$ cat src/rtl/fft_ser_pkg.sv
// Shared types and frame-geometry helpers for the bit-serial sample link.
// Build macro FFT_SER_PARITY_EN appends an even-parity bit to every frame.
package fft_ser_pkg;

  typedef enum logic {
    IDLE  = 1'b0,
    SHIFT = 1'b1
  } ser_state_e;

`ifdef FFT_SER_PARITY_EN
  localparam bit PARITY_EN = 1'b1;
`else
  localparam bit PARITY_EN = 1'b0;
`endif

  // Bits on the wire per sample: I and Q, plus the optional parity bit.
  function automatic int unsigned frame_len(input int unsigned data_w, input bit parity_en);
    return (2 * data_w) + (parity_en ? 32'd1 : 32'd0);
  endfunction

  function automatic int unsigned cnt_width(input int unsigned flen);
    return 32'($clog2(flen + 1));
  endfunction

  localparam int unsigned DEF_DATA_W = 16;
  localparam int unsigned CNT_W      = cnt_width(frame_len(DEF_DATA_W, PARITY_EN));

endpackage

$ cat src/rtl/ser_bit_counter.sv
// Modulo-MOD bit-position counter with synchronous clear and a registered
// terminal-count flag; shared with the matching deserializer.
module ser_bit_counter #(
  parameter int unsigned MOD   = 32,
  parameter int unsigned CNT_W = 6
) (
  input  logic             clk,
  input  logic             arstb,
  input  logic             clr,
  input  logic             en,
  output logic [CNT_W-1:0] cnt,
  output logic             tc
);

  localparam logic [CNT_W-1:0] LAST = CNT_W'(MOD - 1);

  logic [CNT_W-1:0] cnt_nxt;

  always_comb begin
    cnt_nxt = cnt;
    if (clr) begin
      cnt_nxt = '0;
    end else if (en) begin
      cnt_nxt = (cnt == LAST) ? '0 : cnt + CNT_W'(1);
    end
  end

  // tc is computed from the next count so it is aligned with cnt, not a cycle late.
  always_ff @(posedge clk or negedge arstb) begin
    if (!arstb) begin
      cnt <= '0;
      tc  <= 1'b0;
    end else begin
      cnt <= cnt_nxt;
      tc  <= (cnt_nxt == LAST);
    end
  end

endmodule

$ cat src/rtl/fft_sample_serializer.sv
// Parallel-to-serial transmitter: one {I,Q} word per handshake, one bit per clk,
// frame strobe on bit 0, zero-gap chaining. Build macro: FFT_SER_PARITY_EN.
module fft_sample_serializer
  import fft_ser_pkg::*;
#(
  parameter int unsigned DATA_W    = 16,
  parameter bit          MSB_FIRST = 1'b1
) (
  input  logic                clk,
  input  logic                arstb,
  input  logic                rstb,
  input  logic                in_valid,
  output logic                in_ready,
  input  logic [2*DATA_W-1:0] in_data,
  output logic                sout,
  output logic                sframe,
  output logic                sbusy,
  output logic                done
);

  localparam int unsigned FRAME_LEN = frame_len(DATA_W, PARITY_EN);
  localparam int unsigned FCNT_W    = cnt_width(FRAME_LEN);

  ser_state_e           state;
  logic [FRAME_LEN-1:0] sr;
  logic [FRAME_LEN-1:0] load_word;
  logic [FRAME_LEN-1:0] sr_shift;
  logic                 load_head;
  logic                 shift_head;
  logic                 accept;
  logic                 last;
  logic [FCNT_W-1:0]    cnt;
  logic                 tc;

  // Parity travels in the tail of the shift register so it falls out after the data.
  always_comb begin
    load_word = '0;
`ifdef FFT_SER_PARITY_EN
    if (MSB_FIRST) begin
      load_word = {in_data, ^in_data};
    end else begin
      load_word = {^in_data, in_data};
    end
`else
    load_word = in_data;
`endif
  end

  always_comb begin
    sr_shift   = '0;
    load_head  = 1'b0;
    shift_head = 1'b0;
    if (MSB_FIRST) begin
      sr_shift   = {sr[FRAME_LEN-2:0], 1'b0};
      load_head  = load_word[FRAME_LEN-1];
      shift_head = sr_shift[FRAME_LEN-1];
    end else begin
      sr_shift   = {1'b0, sr[FRAME_LEN-1:1]};
      load_head  = load_word[0];
      shift_head = sr_shift[0];
    end
  end

  // in_ready is gated by arstb so it reads 0 while the link is held in reset.
  assign last     = (state == SHIFT) && tc;
  assign done     = (state == SHIFT) && (cnt == FCNT_W'(FRAME_LEN - 1));
  assign in_ready = arstb && ((state == IDLE) || last);
  assign accept   = in_valid && in_ready;

  ser_bit_counter #(
    .MOD  (FRAME_LEN),
    .CNT_W(FCNT_W)
  ) u_cnt (
    .clk  (clk),
    .arstb(arstb),
    .clr  (!rstb || accept),
    .en   (state == SHIFT),
    .cnt  (cnt),
    .tc   (tc)
  );

  // sout always mirrors the head of sr while busy and is forced low otherwise.
  always_ff @(posedge clk or negedge arstb) begin
    if (!arstb) begin
      state  <= IDLE;
      sr     <= '0;
      sout   <= 1'b0;
      sframe <= 1'b0;
      sbusy  <= 1'b0;
    end else if (!rstb) begin
      state  <= IDLE;
      sr     <= '0;
      sout   <= 1'b0;
      sframe <= 1'b0;
      sbusy  <= 1'b0;
    end else if (accept) begin
      state  <= SHIFT;
      sr     <= load_word;
      sout   <= load_head;
      sframe <= 1'b1;
      sbusy  <= 1'b1;
    end else if ((state == SHIFT) && !last) begin
      state  <= SHIFT;
      sr     <= sr_shift;
      sout   <= shift_head;
      sframe <= 1'b0;
      sbusy  <= 1'b1;
    end else begin
      state  <= IDLE;
      sr     <= '0;
      sout   <= 1'b0;
      sframe <= 1'b0;
      sbusy  <= 1'b0;
    end
  end

endmodule

$ cat config.mk
export PLATFORM = sky130hd
export DESIGN_NAME = fft_sample_serializer
export DESIGN_NICKNAME = d
export VERILOG_FILES = /design/src/rtl/fft_ser_pkg.sv /design/src/rtl/ser_bit_counter.sv /design/src/rtl/fft_sample_serializer.sv
export SDC_FILE = /design/constraint.sdc
export NUM_CORES = 1
export LEC_CHECK = 0
export CORE_MARGIN = 5
export CORE_UTILIZATION = 48
export CTS_CLUSTER_DIAMETER = 30
export DETAILED_ROUTE_END_ITERATION = 16
export PLACE_DENSITY = 0.74
export SYNTH_ARGS = -nofsm -noshare
export SYNTH_HDL_FRONTEND = slang
export SYNTH_HIERARCHICAL = 1
export SYNTH_SLANG_ARGS = --single-unit
$ cat constraint.sdc
create_clock -name clk -period 1.8 [get_ports clk]
set_clock_uncertainty 0.1 [all_clocks]
set_input_delay 0.36 -clock clk [delete_from_list [all_inputs] [get_ports clk]]
set_output_delay 0.36 -clock clk [all_outputs]
set_load 0.02 [all_outputs]
## Yosys cells after proc, flatten, opt, wreduce, memory -nomap -nowiden

Cells that the tools add are included.

- Word-level logic and storage cells: 33
- Bits in registers: 41

- Add/subtract/negate cells: 1
- Equality and inequality tests: 2
- Mux-type cells: 14
- Reductions and logical operators: 9
- Bitwise operators: 1

Operators by type and width:

| kind | number |
|---|---|
| 2-to-1 mux 31 bit | 3 |
| 2-to-1 mux 6 bit | 3 |
| == test 6 x 5 -> 1 bit (second input constant) | 2 |
| 2-to-1 mux 1 bit | 8 |
| adder 6 x 1 -> 6 bit (second input constant) | 1 |
| logical AND 1 bit | 5 |
| zero test 1 bit | 2 |
| logical OR 1 bit | 2 |
| inverter 1 bit | 1 |

## Longest topological paths before layout

Gate-level depths: netlist of the first run.

- Depth in word-level cells: 7
- Depth in mapped cells: 5
- Mapped depth without buffers: 5

## Modules after synthesis

The synthesis of the first run kept the hierarchy.

By module, submodules not included:

| module | area an instance (um2) | instances | cells each |
|---|---|---|---|
| fft_sample_serializer | 1258.7 | 1 | 84 |
| ser_bit_counter | 402.9 | 1 | 43 |

## Worst setup path before layout of the first run

Ideal clock, no wire load.

- Path type: register -> register
- From: reg state
- To: reg u_cnt.tc
- Data required time: 1632 ps
- Buffers on the path: 1
- Arrival: 1577 ps
- Cell stages (with the launch flop): 6
- Period minus slack after synthesis: 1745 ps
- Library setup time: 68 ps
- Slack: 55 ps
- Cell sequence: dfrtp_1 > buf_6 > nand4_2 > or4b_1 > o311ai_1 > and4_1

- Longest elaborated chain between the ends: 7
- Elaborated cells on any way between the ends: 9
- Classes of those cells: eq/ne: 1; mux: 2; bitwise: 1; reduce/logical: 5

RTL lines:

| item | line | RTL |
|---|---|---|
| start, declared | fft_sample_serializer.sv:24 | `ser_state_e state;` |
| start signal, assigned | fft_sample_serializer.sv:85 | `state <= IDLE;` |
| start signal, assigned | fft_sample_serializer.sv:91 | `state <= IDLE;` |
| start signal, assigned | fft_sample_serializer.sv:97 | `state <= SHIFT;` |
| logical AND 1 bit or inverter 1 bit (tied branches) | fft_sample_serializer.sv:65, fft_sample_serializer.sv:67 |  |
| logical OR 1 bit | fft_sample_serializer.sv:67 | `assign in_ready = arstb && ((state == IDLE) \|\| last);` |
| logical AND 1 bit | fft_sample_serializer.sv:67 |  |
| logical AND 1 bit | fft_sample_serializer.sv:68 | `assign accept = in_valid && in_ready;` |
| logical OR 1 bit | fft_sample_serializer.sv:76 | `.clr (!rstb \|\| accept),` |
| 2-to-1 mux 6 bit (*) | ser_bit_counter.sv:21 | `if (clr) begin` |
| == test 6 x 5 -> 1 bit (*) | ser_bit_counter.sv:35 | `tc <= (cnt_nxt == LAST);` |
| end signal, assigned | ser_bit_counter.sv:35 |  |
| end, declared | ser_bit_counter.sv:12 | `output logic tc` |

Mark *: on every way between the ends. The rest lies on a longest branch, timed or not.

## Worst setup path in the final report of the first run

- From: reg sframe
- To: out sframe

RTL lines:

| item | line | RTL |
|---|---|---|
| start, declared | fft_sample_serializer.sv:16 | `output logic sframe,` |
| start signal, assigned | fft_sample_serializer.sv:88 | `sframe <= 1'b0;` |
| start signal, assigned | fft_sample_serializer.sv:94 | `sframe <= 1'b0;` |
| start signal, assigned | fft_sample_serializer.sv:100 | `sframe <= 1'b1;` |

No word-level cell between the ends.

==> results by group, run 1 <==
Critical path
  • Kind of start point of the critical path: flip-flop
  • CP Buf/Inv Count: 1
  • Slowest CP cell: clkdlybuf4s50_1
  • CP max FO: 1
  • Worst Path Required: 1.34 ns
  • Crit path cell chain: clkdlybuf4s50_1
  • WS Path Type: reg2out
  • Crit path DAT: 1.29 ns
  • CP endpoint kind: output pin
  • Worst path top cell family by delay: buffers and inverters
  • Largest stage delay on the critical path: 0.60 ns

Die
  • Initial core utilization: 0.498
  • Die Ht: 68.8 µm
  • Die width: just under 70 µm
  • FP Rows: 21
  • I/O pins: 41
  • Die Area: 0.00474 mm²
  • Core Area: 0.00334 mm²

Finish
  • Final Core Density: 0.667
  • Final non-filler cell total: 225
  • Footprint of the multi-input gates: 556 µm²
  • Antenna cells: 0
  • Register area: 0.00103 mm²
  • Fill count: between 200 and 300
  • Nets: 215
  • Share of cells above drive strength 1: 0.151
  • Layout area overhead: 34.0%

Synthesis
  • Distinct cell type count after synthesis: 28
  • Register area share after synthesis: 0.617
  • EDFF count, synth: 0
  • Mapped Nets: 164
  • Main synth FF type: dfrtp_1
  • YS warnings: 6
  • Mapped Area: 0.00166 mm²
  • Synth Instances: 127
  • Ys async rst share: 1.00
  • Synth Register Bits: 41
  • Mean Syn Cell Area: 13.1 µm²

STA
  • Final Max Tran Viols: 0
  • Fin. Hold Viols: 0
  • Fmax: about 570 MHz
  • Unrepaired setup endpoints after global routing: no
  • Final Cycle Share: 0.970
  • Setup violators final: 0
  • Max-Slew Margin vs Limit: 0.714
  • WHS: 0.389 ns
  • Setup TNS: 0 ns
  • Tmin final: 1.75 ns
  • Measured slew at the worst slew-check pin: 0.429 ns

Place
  • Gpl congestion: approximately 0.85
  • Post-Place Cells: approximately 220
  • Post-DP HPWL: 2460 µm
  • IO buf count: 40

Clock network
  • Total CTS buffers: 5
  • CTS tree: built
  • Clock buffer depth: 2
  • CTS sink count: 41
  • Setup bufs post-CTS: 0
  • Worst skew pair latency: ~0.34 ns
  • Root buf cell: clkbuf_4
  • Htree depth: 2
  • Reg clk slew, reported paths: 0.11 ns

Min path
  • HP Class: reg2reg

Route
  • Vias/cell: 5.40
  • Antenna-violating nets left: 0
  • DRC Markers: 0
  • Avg WL per Cell: 15.4 µm
  • 1st-iter DRT viols: a little under 100
  • DRT Wirelength: 3460 µm
  • Total number of vias: 1,214
  • TritonRoute pass-1 iters: 4

Pwr
  • Flop pwr share: 0.544
  • Pwr/cell area: 791 mW/mm²
  • Combinational cell fraction of total power: 0.108
  • Net Sw Power: 0.373 mW
  • P_leak: 1.03 nW
  • Pwr Total: ~1.8 mW
  • Max IR drop VDD: between 500 and 600 µV
  • Pint: 1.39 mW
  • Switching share of total power: 0.212
  • Clock power share: 0.348

Global routing
  • Initial antenna violation count: 0
  • Grt ovf: 0
  • Pin count of the biggest net entering global routing: 37
  • Vias in the first global route: 1,316
  • Total Routing Usage GR: 0.170
  • First-pass GRT wire length: 5820 µm

Run status
  • Outcome: finished, final reports clean

Flow run
  • Max-cap violations: 0
-- placed cells by master (no fill, tap or decap), types with 2 or more instances in the layout --
| cell type | n |
|---|---|
| a21oi_1 | 4 |
| a22o_1 | 31 |
| and2_1 | 2 |
| buf_4 | 9 |
| clkbuf_2 | 3 |
| clkbuf_4 | 5 |
| clkdlybuf4s50_1 | 36 |
| dfrtp_1 | 40 |
| inv_1 | 3 |
| nand2_1 | 7 |
| nand3_1 | 4 |
| nand3b_1 | 2 |
| nor2_1 | 6 |
| xor2_1 | 2 |
-- power groups by stage --
stage	sequential [mW]	combinational [mW]	clock, mW
floorplan	0.978	0.0664	0
global placement	0.975	0.188	0
detailed placement	0.975	0.192	0
CTS	0.958	0.194	0.625
global route	0.961	0.207	0.654
finish	0.958	0.190	0.613
-- layout make-up --
class	instances	area share
clock buffer	7	0.0247
clock inverter	1	0.0135
inverter	3	0.00506
multi-input combinational	75	0.250
sequential	41	0.461
tap	46	0.0259
timing repair buffer	52	0.220
-- flip-flops by register name (all words and copies together) (netlist names) --
signal / flops
u_cnt/tc: 1
sr: 31
state: 1
u_cnt/cnt: 6
sout: 1
sframe: 1
-- cells by family after synthesis --
group                    synth area share
flip-flops                          0.617
AO/OA/AOI/OAI                       0.194
adder cells (fa/ha/maj)           0.00753
XOR/XNOR                           0.0158
buffers and inverters              0.0497
multiplexers                      0.00602
AND/OR/NAND/NOR                     0.110
-- layer usage --
metal,global-route usage,wire length [µm]
met1,0.207,1460
met4,0.0730,53
met2,0.290,1810
met3,0.0373,145
met5,0,0
-- stage by stage --
stage	instance area (µm²)	setup WS [ns]
finish	2230	0.0532
global route	2230	0.0124
CTS	2230	0.00309
detailed placement	2140	0.0921
global placement	2140	0.111
floorplan	1660	0.0551
-- path summary, 6_finish.rpt --
check | endpoint | cells after the start | slack (ns) | from
min in group asynchronous | u_cnt/cnt[3] | 3 | 0.41 | arstb
setup / recovery | sframe | 1 | 0.05 | sframe
setup reg to reg | u_cnt/tc | 4 | 0.07 | u_cnt/cnt[1]
max in group asynchronous | u_cnt/cnt[1] | 4 | 0.57 | arstb
hold / removal | sr[13] | 1 | 0.39 | sr[12]
hold reg to reg | sr[13] | 1 | 0.39 | sr[12]
-- synthesized netlist by cell type (2+ instances only) --
master	count	share of area
nor2_1	7	0.016
nand3b_1	2	0.0090
a22o_1	31	0.16
inv_1	3	0.0068
nand3_1	4	0.012
nand2_1	7	0.016
xor2_1	2	0.011
a21oi_1	4	0.012
dfrtp_1	41	0.62
and2_1	2	0.0075
buf_2	3	0.0090
buf_6	5	0.034
-- repair_timing --
item,CTS,global route
pin swaps,0,1
gates resized for setup,5,6
endpoints found under the setup margin,3,4
hold buffers,1,0
endpoints found under the hold margin,5,0
(Power assumes the default switching activity.)
==> run 2, diff against run 1 <==
--- a/config.mk
+++ b/config.mk
@@ -5,6 +5,7 @@
 export SDC_FILE = /design/constraint.sdc
 export NUM_CORES = 1
 export LEC_CHECK = 0
+export ABC_CLOCK_PERIOD_IN_PS = 1800
 export CORE_MARGIN = 5
 export CORE_UTILIZATION = 48
 export CTS_CLUSTER_DIAMETER = 30
@@ -14,3 +15,4 @@
 export SYNTH_HDL_FRONTEND = slang
 export SYNTH_HIERARCHICAL = 1
 export SYNTH_SLANG_ARGS = --single-unit
+export TNS_END_PERCENT = 100
==> results of run 2 <==
Final layout, timing and power as in run 1 (identical DEF).
==> run 3, diff against run 2 <==
--- a/config.mk
+++ b/config.mk
@@ -11,6 +11,7 @@
 export CTS_CLUSTER_DIAMETER = 30
 export DETAILED_ROUTE_END_ITERATION = 16
 export PLACE_DENSITY = 0.74
+export SKIP_LAST_GASP = 1
 export SYNTH_ARGS = -nofsm -noshare
 export SYNTH_HDL_FRONTEND = slang
 export SYNTH_HIERARCHICAL = 1
==> results of run 3 <==
Final layout, timing and power as in run 1 (identical DEF).
Among the figures that moved: number of gates resized after CTS 5 -> 4
